## config.mk

```make
export PLATFORM = sky130hd
export DESIGN_NAME = serial_even_parity_check_ctrl
export DESIGN_NICKNAME = d
export VERILOG_FILES = /design/src/rtl/serial_even_parity_check_ctrl.sv
export SDC_FILE = /design/constraint.sdc
export NUM_CORES = 1
export LEC_CHECK = 0
export ABC_CLOCK_PERIOD_IN_PS = 2400
export CAP_MARGIN = 20
export CORE_MARGIN = 2
export CORE_UTILIZATION = 50
export CTS_CLUSTER_DIAMETER = 50
export DETAILED_ROUTE_END_ITERATION = 16
export PLACE_DENSITY = 0.87
export SLEW_MARGIN = 10
export SYNTH_ARGS = -nofsm -noshare
export SYNTH_HDL_FRONTEND = slang
export SYNTH_SLANG_ARGS = --single-unit
```

## constraint.sdc

```tcl
create_clock -name CLK -period 2.4 [get_ports CLK]
set_input_delay 0.36 -clock CLK [delete_from_list [all_inputs] [get_ports CLK]]
set_output_delay 0.36 -clock CLK [all_outputs]
set_load 0.01 [all_outputs]
```

## src/rtl/serial_even_parity_check_ctrl.sv

```systemverilog
// Even-parity frame receiver sequencer: shifts in DATA_BITS data bits plus one parity bit,
// presents WORD/C on a valid/ready output and keeps a saturating count of bad frames.
module serial_even_parity_check_ctrl #(
    parameter int DATA_BITS = 3,
    parameter int CNT_W     = 8
) (
    input  logic                 CLK,
    input  logic                 RST,
    input  logic                 START,
    input  logic                 ABORT,
    input  logic                 BIT_IN,
    input  logic                 BIT_VALID,
    output logic                 BIT_READY,
    output logic [DATA_BITS-1:0] WORD,
    output logic                 C,
    output logic                 OUT_VALID,
    input  logic                 OUT_READY,
    output logic [CNT_W-1:0]     ERR_COUNT,
    output logic                 BUSY
);

    localparam int                BCNT_W   = $clog2(DATA_BITS + 1);
    localparam logic [BCNT_W-1:0] LAST_BIT = BCNT_W'(DATA_BITS);
    localparam logic [CNT_W-1:0]  CNT_MAX  = {CNT_W{1'b1}};

    typedef enum logic [1:0] {
        IDLE  = 2'b00,
        SHIFT = 2'b01,
        HOLD  = 2'b10
    } state_t;

    state_t                 state_r;
    state_t                 state_nxt_s;
    logic [BCNT_W-1:0]      bit_cnt_r;
    logic                   acc_r;
    logic [DATA_BITS-1:0]   word_r;
    logic [DATA_BITS:0]     word_ext_s;
    logic [DATA_BITS-1:0]   word_shift_s;
    logic                   c_r;
    logic [CNT_W-1:0]       err_cnt_r;
    logic                   ready_r;
    logic                   valid_r;
    logic                   busy_r;
    logic                   accept_s;
    logic                   last_bit_s;
    logic                   transfer_s;
    logic                   frame_start_s;

    function automatic logic parity_fold(input logic acc, input logic bit_v);
        return acc ^ bit_v;
    endfunction

    // Handshake decode, word shift and next-state selection.
    always_comb begin
        accept_s      = (state_r == SHIFT) && BIT_VALID && !ABORT;
        last_bit_s    = (bit_cnt_r == LAST_BIT);
        transfer_s    = (state_r == HOLD) && OUT_READY;
        frame_start_s = ((state_r == IDLE) || transfer_s) && START;
        word_ext_s    = {word_r, BIT_IN};
        word_shift_s  = word_ext_s[DATA_BITS-1:0];
        state_nxt_s   = state_r;
        case (state_r)
            IDLE: begin
                if (START) state_nxt_s = SHIFT;
                else       state_nxt_s = IDLE;
            end
            SHIFT: begin
                if (ABORT)                       state_nxt_s = IDLE;
                else if (accept_s && last_bit_s) state_nxt_s = HOLD;
                else                             state_nxt_s = SHIFT;
            end
            HOLD: begin
                if (transfer_s) begin
                    if (START) state_nxt_s = SHIFT;
                    else       state_nxt_s = IDLE;
                end else begin
                    state_nxt_s = HOLD;
                end
            end
            default: state_nxt_s = IDLE;
        endcase
    end

    // State register and the status outputs registered from the next state.
    always_ff @(posedge CLK) begin
        if (RST) begin
            state_r <= IDLE;
            ready_r <= 1'b0;
            valid_r <= 1'b0;
            busy_r  <= 1'b0;
        end else begin
            state_r <= state_nxt_s;
            ready_r <= (state_nxt_s == SHIFT);
            valid_r <= (state_nxt_s == HOLD);
            busy_r  <= (state_nxt_s != IDLE);
        end
    end

    // Frame datapath: bit counter, parity accumulator, data word, error flag and counter.
    always_ff @(posedge CLK) begin
        if (RST) begin
            bit_cnt_r <= {BCNT_W{1'b0}};
            acc_r     <= 1'b0;
            word_r    <= {DATA_BITS{1'b0}};
            c_r       <= 1'b0;
            err_cnt_r <= {CNT_W{1'b0}};
        end else begin
            if (frame_start_s) begin
                bit_cnt_r <= {BCNT_W{1'b0}};
                acc_r     <= 1'b0;
                word_r    <= {DATA_BITS{1'b0}};
            end else if (accept_s) begin
                acc_r <= parity_fold(acc_r, BIT_IN);
                // The parity bit only closes the accumulation; it is never stored in WORD.
                if (last_bit_s) begin
                    c_r <= parity_fold(acc_r, BIT_IN);
                end else begin
                    word_r    <= word_shift_s;
                    bit_cnt_r <= bit_cnt_r + 1'b1;
                end
            end
            if (transfer_s && c_r && (err_cnt_r != CNT_MAX)) begin
                err_cnt_r <= err_cnt_r + 1'b1;
            end
        end
    end

    assign BIT_READY = ready_r;
    assign OUT_VALID = valid_r;
    assign BUSY      = busy_r;
    assign WORD      = word_r;
    assign C         = c_r;
    assign ERR_COUNT = err_cnt_r;

endmodule

```

After elaboration in Yosys (flattened, before gate mapping)
Index checks and enable logic that the tools add are counted.
- muxes and demuxes: 5
- bitwise logic cells: 3
- reductions and logical operators: 14
- eq/ne operators: 6
- add/sub/neg operators: 2
- operators with widths (operator ; number):
    8-bit by 1-bit adder with 8-bit output, second input constant ; 1
    8-bit != test, second input constant ; 1
    1-bit logical AND ; 7
    2-bit equality test, second input constant ; 3
    2-bit 2-to-1 mux ; 3
    2-bit case mux with 3 select lines ; 1
    2-bit by 1-bit equality test with 1-bit output, second input constant ; 2
    3-bit AND reduction ; 1
    2-bit by 1-bit adder with 2-bit output, second input constant ; 1
    2-bit logical NOT ; 1
    1-bit NOT ; 2
    2-bit AND reduction ; 1
    2-bit nonzero test ; 1
    2-bit OR reduction ; 1
    1-bit logical NOT ; 1
    1-bit logical OR ; 1
    1-bit 2-to-1 mux ; 1
    1-bit XOR ; 1
- output and inout port bits: 15
- input port bits: 7
- logic and storage cells: 39
- bits in registers: 20

Logic depth before layout (Yosys ltp)
Gate-level depths: netlist (run 1).
- depth in word-level cells: 8
- mapped depth: 5
- depth with buffers taken out: 5

Least setup slack after synthesis (run 1)
OpenSTA, ideal clock, no wires.
- path kind: register -> register
- from: reg err_cnt_r[0], in the netlist ERR_COUNT[0]
- to: reg err_cnt_r[1], in the netlist ERR_COUNT[1]
- required time: 2.272 ns
- clock period less this slack: 1.435 ns
- stages on the path, launching flop included: 6
- setup slack: 0.965 ns
- arrival: 1.307 ns
- path buffers: 0
- setup time: 0.128 ns
- cell sequence: dfxtp_1 > ha_1 > nand3_1 > o21ai_0 > mux2i_1 > nor2_1
- word-level cells in the longest chain between the ends: 2
- elaborated cells between the ends (all ways): 3
- classes of those cells: 1 x add/sub; 1 x eq/ne; 1 x reduce/logical
- RTL lines (item ; line ; text):
    start: declaration ; 40 ; logic [CNT_W-1:0] err_cnt_r;
    start signal: assignment ; 106 ; err_cnt_r <= {CNT_W{1'b0}};
    start signal: assignment ; 123 ; err_cnt_r <= err_cnt_r + 1'b1;
    branches (longest 2 deep; another with 8-bit by 1-bit adder with 8-bit output) ; - ;
Parallel ways; which one is timed is not known.
A chain may end at the register's enable or synchronous reset.

Worst setup path in the final report (run 1)
- from: reg err_cnt_r[2], in the netlist ERR_COUNT[2]
- to: out ERR_COUNT[2]
- RTL lines (item ; line ; text):
    end: declaration ; 18 ; output logic [CNT_W-1:0] ERR_COUNT,
No word-level cell between the ends.

==> flow_summary.ini, run 1 <==
[synthesis]
synth_cell_types = 34
avgSynthCellArea_um2 = 10.1
netlist_instances = 87
synth_top_area_cell = dfxtp_1
synth_compound_area_share_pct = 14.3
synthMuxAreaShare_pct = 7.01
syn_area_um2 = 875
ys_warn_count = 0
synth_top_family_by_area = simple AND/OR/NAND/NOR gates
ys_seq_area_share_pct = 45.8
synth_seq_cells = 20
synth-async-reset-ratio_pct = 0
synth-xor-area-share_pct = 7.01
yosys_most_used_dff = dfxtp_1
synth_edf_count = 0
netlist_top_cells_area = dfxtp_1 46%, nor2_1 6.4%, xor2_1 6.0%
synthesis.nets = 96
yosys.area_share.simple_pct = 21.2
synthAdderAreaFrac_pct = 2.86
netlist.area_leader.share_pct = 45.8

[route]
via_count = 724
route.detailed.wl_per_inst_um = 13.5
post-route-drc-count = 0
dr.pass1.iters = 4
viasPerCell = 5.70
ant_nets = 0
routed_wirelength_mm = 1.71
drt_iter0_markers = 20

[placed_design]
place_hpwl_mm = 1.24
port_buffers = 21
routabilityCongestion = 0.754
dp.cells = 123

[power_and_ir_drop]
p_per_area_nw_per_um2 = 500
cellLeakagePower_nw = 0.415
peakVddDrop_uv = 409

[die]
row_count = 15
die_y_um = 45.8
dieArea_um2 = 2100
initial_core_util_pct = 51.8
io_pins = 22
die_x_um = 45.8
core_um2 = 1690

[setup_path]
r2r_slack_ns = 0.81
cp.required_ns = 2.04
crit_path_end_kind = output pin
path_max_fanout = 6
worstSetupPathType = flip-flop to output pin
reg2reg_from = ERR_COUNT[0]$_SDFFE_PP0P_
critPathArrivalTime_ns = 1.37
slowest_delay_ns = 0.59
crit_family = buffers and inverters
crit_buf_inv = 1
critPathLaunchType = flip-flop
worstPathCellList = clkdlybuf4s50_1
crit_slowest_cell = clkdlybuf4s50_1
crit_start = ERR_COUNT[2]$_SDFFE_PP0P_

[global_route]
gr-total-overflow = 0
antenna_found_initial = 0
grt.total_usage_pct = 17.4
grt_start_max_net_pins = 16
grt_pass1_vias = 632
grt_pass1_wl_mm = 2.62

[timing]
relSlewSlack_pct = 65.2
min_period_ns = 1.73
max_freq_ghz = 0.580
fin_worst_skew_ns = 0.00312
final_hold_viol_count = 0
rsz0062_at_grt = no
slew_viol_final = 0
worstMarginPinSlew_ns = 0.522
setup_viol = 0
period_share_pct = 71.9
fin_setup_tns_ns = 0

[cells_and_area]
drive_gt1_share_pct = 8.18
multi_input_area_um2 = 458
fin_nets = 120
seq_area_um2 = 400
stdcell_count = 127
fillers = 135
antenna_cells = 0
synthToLayoutAreaGrowth_pct = 29.6

[clock_network]
root_buffer = clkbuf_4
cts_inserted_buffers = 3
clockBufferDepth = 2
insertion_delay_ns = 0.29
cts_tree = done
hold_buffers = 0
cts_setup_buffers = 0
cts_sinks = 20
cts_htree_levels = 1
clk_pin_slew_ns = 0.11
cts_resized = 0

[outcome]
outcome = complete, no violations

[min_path]
worstHoldPathType = flip-flop to flip-flop
hp-start = WORD[2]$_SDFFE_PP0P_

[flow_run]
drv_cap = 0
-- registers in the layout, indices dropped and copies added (netlist names) --
register and count:
acc_r 1, BIT_READY 1, C 1, WORD 3, OUT_VALID 1, BUSY 1, ERR_COUNT 8, state_r 2
bit_cnt_r 2
-- per-layer routing --
| layer | part of all wire, % | routed length, um | track usage (%) |
|---|---|---|---|
| met4 | 0.82 | 14 | 6.86 |
| met5 | 0 | 0 | 0 |
| met3 | 6.3 | 107 | 3.97 |
| met1 | 43 | 731 | 21.0 |
| met2 | 50 | 859 | 29.6 |
-- final cells by class --
type / count / share of cell area (%)
flip-flops and latches: 20 / 35.3
multi-input cells: 63 / 40.4
clock buffers: 4 / 3.20
well taps: 17 / 1.88
repair buffers: 21 / 18.5
inverters: 2 / 0.662
-- where the power goes --
part / internal [mW] / switching [mW]
clock: 0.0923 / 0.0991
sequential: 0.336 / 0.00313
combinational: 0.0206 / 0.0158
total: 0.449 / 0.118
-- worst paths after layout --
check / depth (start not counted) / to
worst min-delay path: 2 / WORD[2]$_SDFFE_PP0P_
worst max-delay path: 1 / ERR_COUNT[2]
worst max register to register: 5 / ERR_COUNT[1]$_SDFFE_PP0P_
worst min register to register: 2 / WORD[2]$_SDFFE_PP0P_
-- cells by family after synthesis --
| family | Yosys count |
|---|---|
| AOI/OAI and AO/OA | 16 |
| xor gates and xnor gates | 7 |
| adders and majority gates | 2 |
| buffers and inverters | 4 |
| DFF | 20 |
| muxes | 6 |
| and+or+nand+nor | 32 |
-- stage by stage --
stage	hold slack [ns]	area, um^2	utilization, %	power (mW)	setup WS, ns
floorplan	0.440	875	-	0.363	0.965
global placement	0.479	1100	65.0	0.382	0.405
detailed placement	0.482	1100	65.0	0.383	0.367
CTS	0.510	1130	67.1	0.574	0.664
global route	0.562	1130	67.1	0.593	0.581
finish	0.500	1130	67.1	0.567	0.674
-- Yosys cell counts, types with 2 or more instances --
library cell  count
dfxtp_1          20
nor2_1           15
xor2_1            6
mux2i_1           5
a21oi_1           3
nand2_1           3
a211oi_1          2
a221oi_1          2
ha_1              2
inv_1             2
nand3_1           2
o211ai_1          2
o21ai_0           2
-- cells in the final DEF (no fill, tap or decap), drive strengths merged --
| cell | synthesis | routed |
|---|---|---|
| clkdlybuf4s50 | 0 | 21 |
| dfxtp | 20 | 20 |
| nor2 | 15 | 15 |
| xor2 | 6 | 6 |
| mux2i | 5 | 5 |
| clkbuf | 1 | 4 |
| nand2 | 3 | 3 |
| a21oi | 3 | 3 |
| o211ai | 3 | 3 |
| a221oi | 2 | 2 |
| inv | 2 | 2 |
| a211oi | 2 | 2 |
| nand3 | 2 | 2 |
| o21ai | 2 | 2 |
| ha | 2 | 2 |
| and4bb | 1 | 1 |
| or2b | 1 | 1 |
| nor3b | 1 | 1 |
| a31oi | 1 | 1 |
| or2 | 1 | 1 |
| a31o | 1 | 1 |
| nor2b | 1 | 1 |
| nor3 | 1 | 1 |
| nand4 | 1 | 1 |
| and2 | 1 | 1 |
| and4b | 1 | 1 |
| o31ai | 1 | 1 |
| or4 | 1 | 1 |
| and3 | 1 | 1 |
| o2111ai | 1 | 1 |
| xnor2 | 1 | 1 |
| mux2 | 1 | 1 |
| or3 | 1 | 1 |
-- worst register-to-register path: cells and delay by family (launching register included) --
family                     cells  cell delay, ns
AOI/OAI and AO/OA              1            0.38
adders and majority gates      1            0.23
DFF                            1            0.41
muxes                          1            0.24
and+or+nand+nor                2            0.22
(Power assumes the default switching activity.)
==> inputs of run 2 (changes only) <==
--- a/config.mk
+++ b/config.mk
@@ -5,13 +5,13 @@
 export SDC_FILE = /design/constraint.sdc
 export NUM_CORES = 1
 export LEC_CHECK = 0
-export ABC_CLOCK_PERIOD_IN_PS = 2400
+export ABC_CLOCK_PERIOD_IN_PS = 1450
 export CAP_MARGIN = 20
 export CORE_MARGIN = 2
-export CORE_UTILIZATION = 50
+export CORE_UTILIZATION = 42
 export CTS_CLUSTER_DIAMETER = 50
 export DETAILED_ROUTE_END_ITERATION = 16
-export PLACE_DENSITY = 0.87
+export PLACE_DENSITY = 0.79
 export SLEW_MARGIN = 10
 export SYNTH_ARGS = -nofsm -noshare
 export SYNTH_HDL_FRONTEND = slang
==> constraint.sdc (replaced) <==
create_clock -name CLK -period 1.45 [get_ports CLK]
set_input_delay 0.2175 -clock CLK [delete_from_list [all_inputs] [get_ports CLK]]
set_output_delay 0.2175 -clock CLK [all_outputs]
set_load 0.01 [all_outputs]
==> run 2 against run 1 <==
Global-route usage shrank 0.79 points; cell area grew 13%; die area grew 17%; sequential power grew 65%; clock power grew 61%; worst hold slack lost 0.0097 ns; sequential cell count is the same; non-clock buffer count grew 14; cell count grew 19%; wire length grew 7.3%; critical endpoint is now ERR_COUNT[6]$_SDFFE_PP0P_; largest cell class unchanged.
==> flow_summary.ini, run 2 (synthesis results as in run 1) <==
[outcome]
outcome = complete, no violations

[die]
initial_core_util_pct = 44.6
die_x_um = 49.6
core_um2 = 1960
row_count = 16
dieArea_um2 = 2460
die_y_um = 49.6
io_pins = 22

[placed_design]
place_hpwl_mm = 1.45
routabilityCongestion = 0.825
port_buffers = 21
dp.cells = 147

[setup_path]
crit_slowest_cell = dfxtp_2
crit_family = simple AND/OR/NAND/NOR gates
worstPathCellList = and4b_2, o211ai_1, nor2_1, mux2_4
crit_path_end_kind = flip-flop
cp.required_ns = 1.64
critPathArrivalTime_ns = 1.59
crit_buf_inv = 0
critPathLaunchType = flip-flop
path_max_fanout = 6
worstSetupPathType = flip-flop to flip-flop
slowest_delay_ns = 0.36

[cells_and_area]
fillers = 178
postLayoutCoreUtil_pct = 65.5
largest_register_ffs = 8
antenna_cells = 0
synthToLayoutAreaGrowth_pct = 46.9
final_common_cell = nor2_1
drive_gt1_share_pct = 29.8
fin_nets = 134
layout_common_cells = 15 x nor2_1, 14 x buf_4, 11 x dfxtp_1
stdcell_count = 151

[route]
routed_wirelength_mm = 1.84
via_count = 759
route.detailed.wl_per_inst_um = 12.2
viasPerCell = 5.03
post-route-drc-count = 0
dr.pass1.iters = 4
drt_iter0_markers = 3
ant_nets = 0

[timing]
slew_viol_final = 0
worstMarginPinSlew_ns = 0.286
relSlewSlack_pct = 80.7
max_freq_ghz = 0.713
period_share_pct = 96.7
min_period_ns = 1.40
setup_viol = 0
final_hold_viol_count = 0
fin_worst_skew_ns = 0.00460
rsz0062_at_grt = yes

[global_route]
grt_pass1_vias = 796
busiest_layer = met2
met2_usage_pct = 30.7
use_met1_pct = 17.5
gr-total-overflow = 0
grt_start_max_net_pins = 12
antenna_found_initial = 0
grt_pass1_wl_mm = 3.21
grt.total_usage_pct = 16.6
grtUsageMet3_pct = 4.24

[flow_run]
drv_cap = 0

[clock_network]
cts_htree_levels = 1
hold_buffers = 0
cts_inserted_buffers = 3
cts_sinks = 20
root_buffer = clkbuf_4
clockBufferDepth = 2
clk_pin_slew_ns = 0.11
cts_tree = done
cts_setup_buffers = 0
insertion_delay_ns = 0.29

[min_path]
worstHoldPathType = flip-flop to flip-flop

[power_and_ir_drop]
p_per_area_nw_per_um2 = 730
cellLeakagePower_nw = 0.604
finalPower_mw = 0.938
peakVddDrop_uv = 643
run 2: layout make-up:
type	count	area [um^2]	area share (%)
Sequential cell	20	414	32.2
Clock buffer	4	36.3	2.82
Timing Repair Buffer	35	317	24.6
Multi-Input combinational cell	63	477	37.1
Tap cell	27	33.8	2.63
Inverter	2	7.51	0.584
run 2: per-stage QoR:
step	hold slack (ns)	setup WS, ns	cell area (um^2)	TNS (ns)
2_1_floorplan	0.297	0.0150	875	0
3_3_place_gp	0.479	-0.183	1210	-1.87
3_5_place_dp	0.502	-0.235	1210	-2.25
4_1_cts	0.535	0.00365	1250	0
5_1_grt	0.516	-0.00183	1280	-0.00183
6_report	0.490	0.0479	1280	0
run 2: metal layers:
metal	vias to the layer above	wire [um]
li1	384	-
met1	360	754
met2	13	991
met3	2	67
met4	0	23
met5	-	0
run 2: path summary, 6_finish.rpt:
path | startpoint | endpoint | slack (ns) | cells past startpoint
setup / recovery | state_r[0]$_SDFF_PP0_ | ERR_COUNT[6]$_SDFFE_PP0P_ | 0.05 | 4
hold / removal | state_r[1]$_SDFF_PP0_ | state_r[1]$_SDFF_PP0_ | 0.49 | 1
hold reg to reg | state_r[1]$_SDFF_PP0_ | state_r[1]$_SDFF_PP0_ | 0.49 | 1
setup reg to reg | state_r[0]$_SDFF_PP0_ | ERR_COUNT[6]$_SDFFE_PP0P_ | 0.05 | 4
run 2: timing repair:
| item | 4_1_cts | 5_1_grt |
|---|---|---|
| pin swaps | 0 | 2 |
| setup endpoints to repair | 9 | 8 |
| resized for setup | 13 | 14 |
run 2: where the power goes:
| group | leakage [nW] | internal (mW) | switching [mW] |
|---|---|---|---|
| logic | 0.416 | 0.0416 | 0.0283 |
| clock network | 0.0210 | 0.153 | 0.156 |
| registers | 0.167 | 0.555 | 0.00456 |
